## src/rtl/cmd_fifo_if.sv

```systemverilog
// Valid/ready command handshakes around cmd_fifo: processor write side and converter read side.
// The master modport is the environment (processor + converter); the slave modport is the FIFO.
interface cmd_fifo_if #(
  parameter int DATA_WIDTH = 32
);
  logic                  cpu_cmd_valid;
  logic                  cpu_cmd_ready;
  logic [DATA_WIDTH-1:0] cpu_cmd_wdata;
  logic                  fifo_cmd_valid;
  logic                  fifo_cmd_ready;
  logic [DATA_WIDTH-1:0] fifo_cmd_wdata;

  modport master (
    output cpu_cmd_valid, cpu_cmd_wdata, fifo_cmd_ready,
    input  cpu_cmd_ready, fifo_cmd_valid, fifo_cmd_wdata
  );

  modport slave (
    input  cpu_cmd_valid, cpu_cmd_wdata, fifo_cmd_ready,
    output cpu_cmd_ready, fifo_cmd_valid, fifo_cmd_wdata
  );
endinterface

```

## src/rtl/cmd_fifo.sv

```systemverilog
// First-word-fall-through command FIFO between the processor command port and dwc_cmd.
// Full/empty come only from the registered occupancy count; sticky flags catch protocol abuse.
module cmd_fifo #(
  parameter  int DATA_WIDTH   = 32,
  parameter  int DEPTH        = 8,
  parameter  int AFULL_THRESH = DEPTH - 2,
  localparam int CNT_WIDTH    = $clog2(DEPTH) + 1
) (
  input  logic                 clk,
  input  logic                 rst,
  input  logic                 flush,
  cmd_fifo_if.slave            bus,
  output logic [CNT_WIDTH-1:0] cmd_count,
  output logic                 cmd_afull,
  output logic                 cmd_overflow,
  output logic                 cmd_underflow
);

  localparam int                   PTR_WIDTH = $clog2(DEPTH);
  localparam logic [CNT_WIDTH-1:0] FULL_CNT  = CNT_WIDTH'(DEPTH);
  localparam logic [CNT_WIDTH-1:0] AFULL_CNT = CNT_WIDTH'(AFULL_THRESH);

  logic [DATA_WIDTH-1:0] mem [DEPTH];
  logic [PTR_WIDTH-1:0]  wr_ptr;
  logic [PTR_WIDTH-1:0]  rd_ptr;
  logic                  full;
  logic                  empty;
  logic                  push;
  logic                  pop;
  logic [CNT_WIDTH-1:0]  count_next;

  assign full  = (cmd_count == FULL_CNT);
  assign empty = (cmd_count == '0);

  // Ready ignores the read side, so a full FIFO never writes through.
  assign bus.cpu_cmd_ready  = !full;
  assign bus.fifo_cmd_valid = !empty;
  assign bus.fifo_cmd_wdata = empty ? '0 : mem[rd_ptr];

  assign push = bus.cpu_cmd_valid && !full;
  assign pop  = bus.fifo_cmd_ready && !empty;

  always_comb begin
    count_next = cmd_count;
    if (push && !pop) begin
      count_next = cmd_count + CNT_WIDTH'(1);
    end else if (pop && !push) begin
      count_next = cmd_count - CNT_WIDTH'(1);
    end
  end

  always_ff @(posedge clk) begin
    if (push && !flush && !rst) begin
      mem[wr_ptr] <= bus.cpu_cmd_wdata;
    end
  end

  // Sticky flags look at the pre-edge count and survive flush; only rst clears them.
  always_ff @(posedge clk) begin
    if (rst) begin
      wr_ptr        <= '0;
      rd_ptr        <= '0;
      cmd_count     <= '0;
      cmd_afull     <= 1'b0;
      cmd_overflow  <= 1'b0;
      cmd_underflow <= 1'b0;
    end else begin
      if (bus.cpu_cmd_valid && full) begin
        cmd_overflow <= 1'b1;
      end
      if (bus.fifo_cmd_ready && empty) begin
        cmd_underflow <= 1'b1;
      end
      if (flush) begin
        wr_ptr    <= '0;
        rd_ptr    <= '0;
        cmd_count <= '0;
        cmd_afull <= 1'b0;
      end else begin
        if (push) begin
          wr_ptr <= wr_ptr + PTR_WIDTH'(1);
        end
        if (pop) begin
          rd_ptr <= rd_ptr + PTR_WIDTH'(1);
        end
        cmd_count <= count_next;
        cmd_afull <= (count_next >= AFULL_CNT);
      end
    end
  end

endmodule

```

## src/flat_wrapper.sv

```systemverilog
// flat-port wrapper written by rule: the top's interface ports become plain ports
module cmd_fifo_flat 
#(
  parameter  int DATA_WIDTH   = 32,
  parameter  int DEPTH        = 8,
  parameter  int AFULL_THRESH = DEPTH - 2,
  localparam int CNT_WIDTH    = $clog2(DEPTH) + 1
)
  (clk, rst, flush, cmd_count, cmd_afull, cmd_overflow, cmd_underflow, bus_cpu_cmd_valid, bus_cpu_cmd_wdata, bus_fifo_cmd_ready, bus_cpu_cmd_ready, bus_fifo_cmd_valid, bus_fifo_cmd_wdata);
  cmd_fifo_if #(.DATA_WIDTH(DATA_WIDTH)) bus_i ();
  input  logic clk;
  input  logic rst;
  input  logic flush;
  output logic [CNT_WIDTH-1:0] cmd_count;
  output logic cmd_afull;
  output logic cmd_overflow;
  output logic cmd_underflow;
  input wire logic [$bits(bus_i.cpu_cmd_valid)-1:0] bus_cpu_cmd_valid;
  input wire logic [$bits(bus_i.cpu_cmd_wdata)-1:0] bus_cpu_cmd_wdata;
  input wire logic [$bits(bus_i.fifo_cmd_ready)-1:0] bus_fifo_cmd_ready;
  output wire logic [$bits(bus_i.cpu_cmd_ready)-1:0] bus_cpu_cmd_ready;
  output wire logic [$bits(bus_i.fifo_cmd_valid)-1:0] bus_fifo_cmd_valid;
  output wire logic [$bits(bus_i.fifo_cmd_wdata)-1:0] bus_fifo_cmd_wdata;
  assign bus_i.cpu_cmd_valid = bus_cpu_cmd_valid;
  assign bus_i.cpu_cmd_wdata = bus_cpu_cmd_wdata;
  assign bus_i.fifo_cmd_ready = bus_fifo_cmd_ready;
  assign bus_cpu_cmd_ready = bus_i.cpu_cmd_ready;
  assign bus_fifo_cmd_valid = bus_i.fifo_cmd_valid;
  assign bus_fifo_cmd_wdata = bus_i.fifo_cmd_wdata;
  cmd_fifo #(.DATA_WIDTH(DATA_WIDTH), .DEPTH(DEPTH), .AFULL_THRESH(AFULL_THRESH)) u_core (.clk(clk), .rst(rst), .flush(flush), .bus(bus_i), .cmd_count(cmd_count), .cmd_afull(cmd_afull), .cmd_overflow(cmd_overflow), .cmd_underflow(cmd_underflow));
endmodule
```

## config.mk

```make
export PLATFORM = sky130hd
export DESIGN_NAME = cmd_fifo_flat
export DESIGN_NICKNAME = d
export VERILOG_FILES = /design/src/rtl/cmd_fifo_if.sv /design/src/rtl/cmd_fifo.sv /design/src/flat_wrapper.sv
export SDC_FILE = /design/constraint.sdc
export NUM_CORES = 1
export LEC_CHECK = 0
export CAP_MARGIN = 15
export CELL_PAD_IN_SITES_DETAIL_PLACEMENT = 1
export CELL_PAD_IN_SITES_GLOBAL_PLACEMENT = 2
export CORE_MARGIN = 2
export CORE_UTILIZATION = 45
export DETAILED_ROUTE_END_ITERATION = 7
export MAX_ROUTING_LAYER = met4
export PLACE_DENSITY = 0.75
export SLEW_MARGIN = 20
export SYNTH_ARGS = -nofsm -noshare
export SYNTH_HDL_FRONTEND = slang
export SYNTH_SLANG_ARGS = --single-unit
```

## constraint.sdc

```tcl
create_clock -name clk -period 4.6 [get_ports clk]
set_clock_uncertainty 0.05 [all_clocks]
set_input_delay 0.46 -clock clk [delete_from_list [all_inputs] [get_ports clk]]
set_output_delay 0.46 -clock clk [all_outputs]
set_load 0.05 [all_outputs]
```

==> results of run 1 <==
routing by layer:
layer	vias up	GRT usage	wire length, µm	part of all wire
met2	101	0.305	10700	0.50
met4	0	0.0384	348	0.016
met3	33	0.0318	929	0.043
met1	2640	0.253	9410	0.44
met5	-	-	0	0
li1	2250	-	-	-
where the power goes:
| part | total, mW | switching, mW | internal [mW] |
|---|---|---|---|
| clock network | 2.31 | 0.923 | 1.38 |
| logic | 0.365 | 0.230 | 0.135 |
| registers | 2.74 | 0.0146 | 2.72 |
| total | 5.41 | 1.17 | 4.24 |
cell families after synthesis:
kind of cell             Yosys count  share of synthesized area
multiplexers                      98                      0.170
XOR/XNOR                           7                    0.00584
buffers and inverters             32                     0.0142
flip-flops                       272                      0.763
AO/OA/AOI/OAI                     18                     0.0110
adder cells (fa/ha/maj)            4                    0.00477
AND/OR/NAND/NOR                   75                     0.0316
final timing paths:
check             cells past startpoint           startpoint                endpoint
setup / recovery                      6  u_core.cmd_count[1]  bus_fifo_cmd_wdata[31]
hold / removal                        2  u_core.cmd_overflow     u_core.cmd_overflow
setup reg to reg                      7  u_core.cmd_count[1]       u_core.mem[2][30]
hold reg to reg                       2  u_core.cmd_overflow     u_core.cmd_overflow
tightest hold or removal path, stage by stage, from the launching register on:
cell and delay (ns):
sky130_fd_sc_hd__dfxtp_1 0.34, sky130_fd_sc_hd__a31oi_1 0.05, sky130_fd_sc_hd__nor2_1 0.07
final cells by class:
class	instances	area [µm²]	area share
sequential	272	8020	0.632
tap	313	392	0.0309
antenna	1	2.50	0.000197
multi-input combinational	202	2400	0.189
inverter	5	21.3	0.00168
clock inverter	19	200	0.0158
clock buffer	35	748	0.0590
timing repair buffer	90	901	0.0710
synthesized netlist by cell type, types with 5 or more instances:
library cell               number  share of area
sky130_fd_sc_hd__a21oi_1        5         0.0024
sky130_fd_sc_hd__buf_1          9         0.0032
sky130_fd_sc_hd__buf_2          9         0.0043
sky130_fd_sc_hd__clkbuf_1       6         0.0021
sky130_fd_sc_hd__dfxtp_1       16          0.031
sky130_fd_sc_hd__edfxtp_1     256           0.73
sky130_fd_sc_hd__mux2i_1       34          0.032
sky130_fd_sc_hd__mux4_2        64           0.14
sky130_fd_sc_hd__nand2_1        6         0.0021
sky130_fd_sc_hd__nor2_1        50          0.018
sky130_fd_sc_hd__xor2_1         5         0.0042
registers in the layout, summed over array words and instances, names as in the netlist, named ones only:
| register | cells |
|---|---|
| u_core.cmd_underflow | 1 |
| u_core.rd_ptr | 3 |
| u_core.wr_ptr | 3 |
| u_core.mem | 256 |
| u_core.cmd_afull | 1 |
| u_core.cmd_overflow | 1 |
| u_core.cmd_count | 4 |
==> out/results.md, run 1 <==
| Item | This run |
|:---|:---|
| Status | finished, final reports clean |
| Number of buffers created by CTS | 29 |
| Global router's overall resource usage | 0.188 |
| Clock transition time at the flip-flop clock pins of the worst setup and hold paths | 0.06 ns |
| Final HPWL DP | 12500 µm |
| Number of DRC violations after detailed-routing iteration 0 | 273 |
| Post-DRT Antenna Nets | 0 |
| Max incr delay on CP | 0.87 ns |
| Final design utilization | 0.557 |
| Number of H-tree levels | 1 |
| Slew Limit Headroom | 0.325 |
| Max FO, Critical Path | 34 |
| Final-layout worst hold slack | 0.442 ns |
| Async SR Flop Fraction | 0 |
| Period minus WS final | 3.86 ns |
| Max-cap violations | 0 |
| Final hold violation count | 0 |
| WP data required | 4.09 ns |
| Number of distinct library cells after synthesis | 38 |
| Number of fill cells | 1981 |
| Slowest-stage cell, CP | sky130_fd_sc_hd__clkdlybuf4s50_1 |
| Starting density of the core | 0.461 |
| Non-filler instance count after layout | 937 |
| Total power density per cell area | 426 nW/µm² |
| Post-Syn Nets | 547 |
| RSZ-0062 raised after global routing | no |
| Hold/Removal Path Class | reg2reg |
| #FFs+latches synth | 272 |
| Final setup vio count | 0 |
| Die outline height | 157 µm |
| Area growth, synth to finish | 20.8% |
| Sequential cell area fraction in the yosys report | 0.763 |
| Cell Count Post-Placement | 881 |
| Tcrit/Tclk final | 0.840 |
| Number of gates resized after CTS | 0 |
| Cell type group with the largest total delay on the critical path | simple AND/OR/NAND/NOR gates |
| Floorplan die area | 24600 µm² |
| YS warnings | 0 |
| Sinks on the clock net | 272 |
| Worst vdd ir | 0.287 mV |
| Number of enable flip-flop cells after synthesis | 256 |
| Top_reg_cell synth | sky130_fd_sc_hd__edfxtp_1 |
| Setup total negative slack | 0 ns |
| Total gr overflow | 0 |
| Area of the mapped netlist | 10500 µm² |
| Nets | 641 |
| Via total after detailed routing | 5024 |
| Later-pin clock latency in the skew report | 0.54 ns |
| Max Clock Freq | 0.259 GHz |
| Critical Path Sink Type | primary output |
| Startpoint kind of the worst setup timing path | flop |
| Smallest setup slack after layout | 0.737 ns |
| Highest-count cells in the layout ignoring fill and taps | 256 x sky130_fd_sc_hd__edfxtp_1, 77 x sky130_fd_sc_hd__clkdlybuf4s50_1, 64 x sky130_fd_sc_hd__mux4_2, 44 x sky130_fd_sc_hd__nor2_1, 34 x sky130_fd_sc_hd__mux2i_1 |
| Share of cells above drive strength 1 | 0.220 |
| Floorplan die width | 157 µm |
| Data arrival time of the critical path | 3.35 ns |
| CP Cell Sequence | inv_1 -> ha_1 -> nor2b_4 -> and2b_2 -> nor2_1 -> clkdlybuf4s50_1 |
| Clk root buf | sky130_fd_sc_hd__clkbuf_16 |
| Count of mapped cells out of synthesis | 506 |
| Buffer depth of the longest clock path | 3 |
| First-pass DRT Iterations | 4 |
| Final Wtd Congestion | 0.709 |
| Standard-cell row count | 55 |
| Number of buffers inserted for hold repair after clock tree synthesis | 0 |
| Final instance area | 12700 µm² |
| Postcts setup bufs | 0 |
| Buffering stage count on the worst path with inverters included | 2 |
| Post-detailed-routing wire length | 21400 µm |
| I/O pin cnt | 78 |
| Reg2Reg Setup Slack | 1.38 ns |
| Overall power of the completed layout | 5.41 mW |
| Leak Pwr | 3.90 nW |
| Wire length of the first global-routing pass | 33400 µm |
| Drt drc | 0 |
| Std-Cell Core Area | 22800 µm² |
| Vias in the first global route | 5551 |
| Syn_area_per_cell | 20.7 µm² |
| Pre-CTS setup slack | 1.14 ns |
| Instance area after placement | 11700 µm² |
| IO buf count | 77 |
| Slew @ Worst Pin | 1.01 ns |
| Routed wirelength normalized by instance count | 22.9 µm |
| Initial antenna violation count | 1 |
| Vias per std cell | 5.36 |
| TritonCTS clock tree | built |
| Setup Crit Path Kind | reg2out |
| Most common cell after layout, fill and taps aside | sky130_fd_sc_hd__edfxtp_1 |
| Largest net degree at the start of global routing | 65 |
| Max Transition Viols Final | 0 |
No activity file was read; power rests on OpenSTA's default activity.
==> inputs of run 2 (changes only) <==
==> constraint.sdc (replaced) <==
create_clock -name clk -period 3.7 [get_ports clk]
set_clock_uncertainty 0.05 [all_clocks]
set_input_delay 0.37 -clock clk [delete_from_list [all_inputs] [get_ports clk]]
set_output_delay 0.37 -clock clk [all_outputs]
set_load 0.05 [all_outputs]
==> run 2 against run 1 <==
  * Count of clock-buffer cells in the layout decreased by 2
  * Via count grew 0.80%
  * Sequential power increased by 24%
  * Setup slack worse by 0.56 ns
  * Critical path type unchanged
  * Critical path depth fell by 1
  * Global-route usage grew 0.21 points
  * Cell area grew 0.66%
  * Flip-flop and latch count stayed put
  * Sequential share of layout area is 0.43 points lower
  * Combinational power is 24% higher
==> out/results.md, run 2 (synthesis gave the netlist of run 1 again) <==
| Item | This run | Change |
|:---|:---|:---|
| Highest-count cells in the layout ignoring fill and taps | 256 x sky130_fd_sc_hd__edfxtp_1, 76 x sky130_fd_sc_hd__clkdlybuf4s50_1, 64 x sky130_fd_sc_hd__mux4_2, 44 x sky130_fd_sc_hd__nor2_1, 34 x sky130_fd_sc_hd__mux2i_1 |  |
| Die outline height | 157 µm | unchanged |
| Status | finished, final reports clean |  |
| Top reg by flops | u_core.mem |  |
| Clk root buf | sky130_fd_sc_hd__clkbuf_16 |  |
| Combinational power share | 0.068 | about the same |
| TritonCTS clock tree | built |  |
| Max-cap violations | 0 | unchanged |
| Post-detailed-routing wire length | 21700 µm | +1.2% |
| Tcrit/Tclk final | 0.953 |  |
| Internal Power | 5.20 mW | +23% |
| Drt drc | 0 | unchanged |
| Vias in the first global route | 5605 | +0.97% |
| Data arrival time of the critical path | 3.10 ns | -0.25 ns |
| Critical Path Sink Type | primary output |  |
| Sinks on the clock net | 272 | unchanged |
| Std-Cell Core Area | 22800 µm² | unchanged |
| Share of cells above drive strength 1 | 0.221 | +0.00143 |
| Cell Count Post-Placement | 887 | +0.68% |
| Max Clock Freq | 0.284 GHz |  |
| Max incr delay on CP | 0.72 ns | -0.15 ns |
| Slowest-stage cell, CP | sky130_fd_sc_hd__clkdlybuf4s50_1 |  |
| CP Cell Sequence | buf_4 -> mux4_2 -> mux2i_1 -> nor2_1 -> clkdlybuf4s50_1 |  |
| Final instance area | 12800 µm² | +0.66% |
| Hold/Removal Path Class | in2reg |  |
| Number of buffers inserted for hold repair after clock tree synthesis | 0 | unchanged |
| Final Wtd Congestion | 0.714 | +0.75% |
| Clock transition time at the flip-flop clock pins of the worst setup and hold paths | 0.06 ns | about the same |
| Post-DRT Antenna Nets | 0 | unchanged |
| Floorplan die width | 157 µm | unchanged |
| Routed wirelength normalized by instance count | 23.0 µm | +0.72% |
| First-pass DRT Iterations | 5 | +1 |
| Total power density per cell area | 520 nW/µm² | +22% |
| Final HPWL DP | 13100 µm | +4.9% |
| Worst Reg-to-Reg Cells | 7 | unchanged |
| I/O pin cnt | 78 | unchanged |
| Slew Limit Headroom | 0.487 | +0.162 |
| Max Transition Viols Final | 0 | unchanged |
| Floorplan die area | 24600 µm² | unchanged |
| Power dissipated by switching net loads | 1.45 mW | +24% |
| Buffering stage count on the worst path with inverters included | 2 | unchanged |
| Buffer depth of the longest clock path | 3 | unchanged |
| Startpoint kind of the worst setup timing path | flop |  |
| Setup Crit Path Kind | reg2out |  |
| Final hold violation count | 0 | unchanged |
| Via total after detailed routing | 5064 | +0.80% |
| Max FO, Critical Path | 20 | -41% |
| Wire length of the first global-routing pass | 33800 µm | +1.3% |
| Postcts setup bufs | 0 | unchanged |
| Max FFs per register | 256 | unchanged |
| RSZ-0062 raised after global routing | yes |  |
| Non-filler instance count after layout | 941 | +0.43% |
| Clock share of power | 0.420 | -0.006 |
| Slew @ Worst Pin | 0.770 ns | -0.243 ns |
| Nets | 646 | +0.78% |
| Period minus WS final | 3.52 ns |  |
| Hold path cells | 2 | unchanged |
| Vias per std cell | 5.38 | +0.37% |
| Largest registers | u_core.mem: 256 flops, u_core.cmd_count: 4 flops |  |
| Sequential group share of total power | 0.512 | +0.006 |
| Final setup vio count | 0 | unchanged |
| Setup total negative slack | 0 ns | unchanged |
| Largest net degree at the start of global routing | 35 | -46% |
| Critical path depth | 5 | -1 |
| Worst vdd ir | 0.409 mV | +43% |
| WP data required | 3.28 ns | -0.81 ns |
| Initial antenna violation count | 0 | -1 |
| Later-pin clock latency in the skew report | 0.54 ns | about the same |
| Number of H-tree levels | 1 | unchanged |
| Final-layout worst hold slack | 0.376 ns | -0.0652 ns |
| Global router's overall resource usage | 0.190 | +0.00214 |
| Number of buffers created by CTS | 29 | unchanged |
| Instance area after placement | 11800 µm² | +1.2% |
| Total gr overflow | 0 | unchanged |
| Area growth, synth to finish | 21.6% |  |
| Number of DRC violations after detailed-routing iteration 0 | 302 | +11% |
| Switching portion of total power | 0.218 | +0.00161 |
| Cell type group with the largest total delay on the critical path | buffers and inverters |  |
| Standard-cell row count | 55 | unchanged |
| Overall power of the completed layout | 6.64 mW | +23% |
| IO buf count | 77 | unchanged |
| Starting density of the core | 0.461 | unchanged |
| Most common cell after layout, fill and taps aside | sky130_fd_sc_hd__edfxtp_1 |  |
| Leak Pwr | 3.93 nW | +0.89% |
| Diode count | 0 | -1 |
==> run 2: cell count changes in the layout (fill, tap and decap cells not counted), sizes merged <==
| cell | previous run | this run |
|---|---|---|
| buf | 13 | 18 |
| clkbuf | 35 | 33 |
| bufinv | 4 | 3 |
| clkdlybuf4s50 | 77 | 76 |
| clkinv | 13 | 14 |
| clkinvlp | 0 | 1 |
| diode | 1 | 0 |
| dlymetal6s2s | 0 | 1 |
| inv | 7 | 8 |
==> run 2: what timing repair did <==
| action | in CTS | in global routing |
|---|---|---|
| endpoints found under the setup margin | 0 | 16 |
| gates resized for setup | 0 | 2 |
| endpoints found under the hold margin | 0 | 0 |
==> run 2: per-layer routing <==
metal / up-vias / GRT usage / wire length [µm]
met1: 2675 / 0.252 / 9360
li1: 2262 / - / -
met4: 0 / 0.0380 / 238
met3: 19 / 0.0324 / 862
met2: 108 / 0.313 / 11200
met5: - / - / 0
==> run 2: power by group through the flow <==
stage | clock network (mW) | registers, mW | logic [mW]
finish | 2.79 | 3.40 | 0.453
global route | 2.96 | 3.40 | 0.486
CTS | 2.85 | 3.40 | 0.459
global placement | 0 | 3.46 | 0.448
floorplan | 0 | 3.47 | 0.264
detailed placement | 0 | 3.47 | 0.456
==> run 2: final timing paths <==
check                                           from                    end  slack, ns
worst max-delay path                            flop  bus_fifo_cmd_wdata[1]       0.18
worst max register to register   u_core.cmd_count[1]      u_core.mem[3][23]       0.78
worst min register to register  u_core.cmd_underflow   u_core.cmd_underflow       0.45
worst min-delay path                             rst   u_core.cmd_underflow       0.38
==> run 2: per-stage QoR <==
stage / util / setup WS (ns)
floorplan: - / -0.404
global placement: 0.520 / 0.635
detailed placement: 0.520 / 0.547
CTS: 0.560 / 0.0982
global route: 0.561 / -0.00135
finish: 0.561 / 0.175
==> run 2: cell type report <==
cell class	instances	area, µm²
Fill cell	1975	10000
Sequential cell	272	8010
Multi-Input combinational cell	202	2410
Timing Repair Buffer	95	1010
Clock buffer	33	741
Tap cell	313	392
Clock inverter	21	181
Inverter	5	21.3
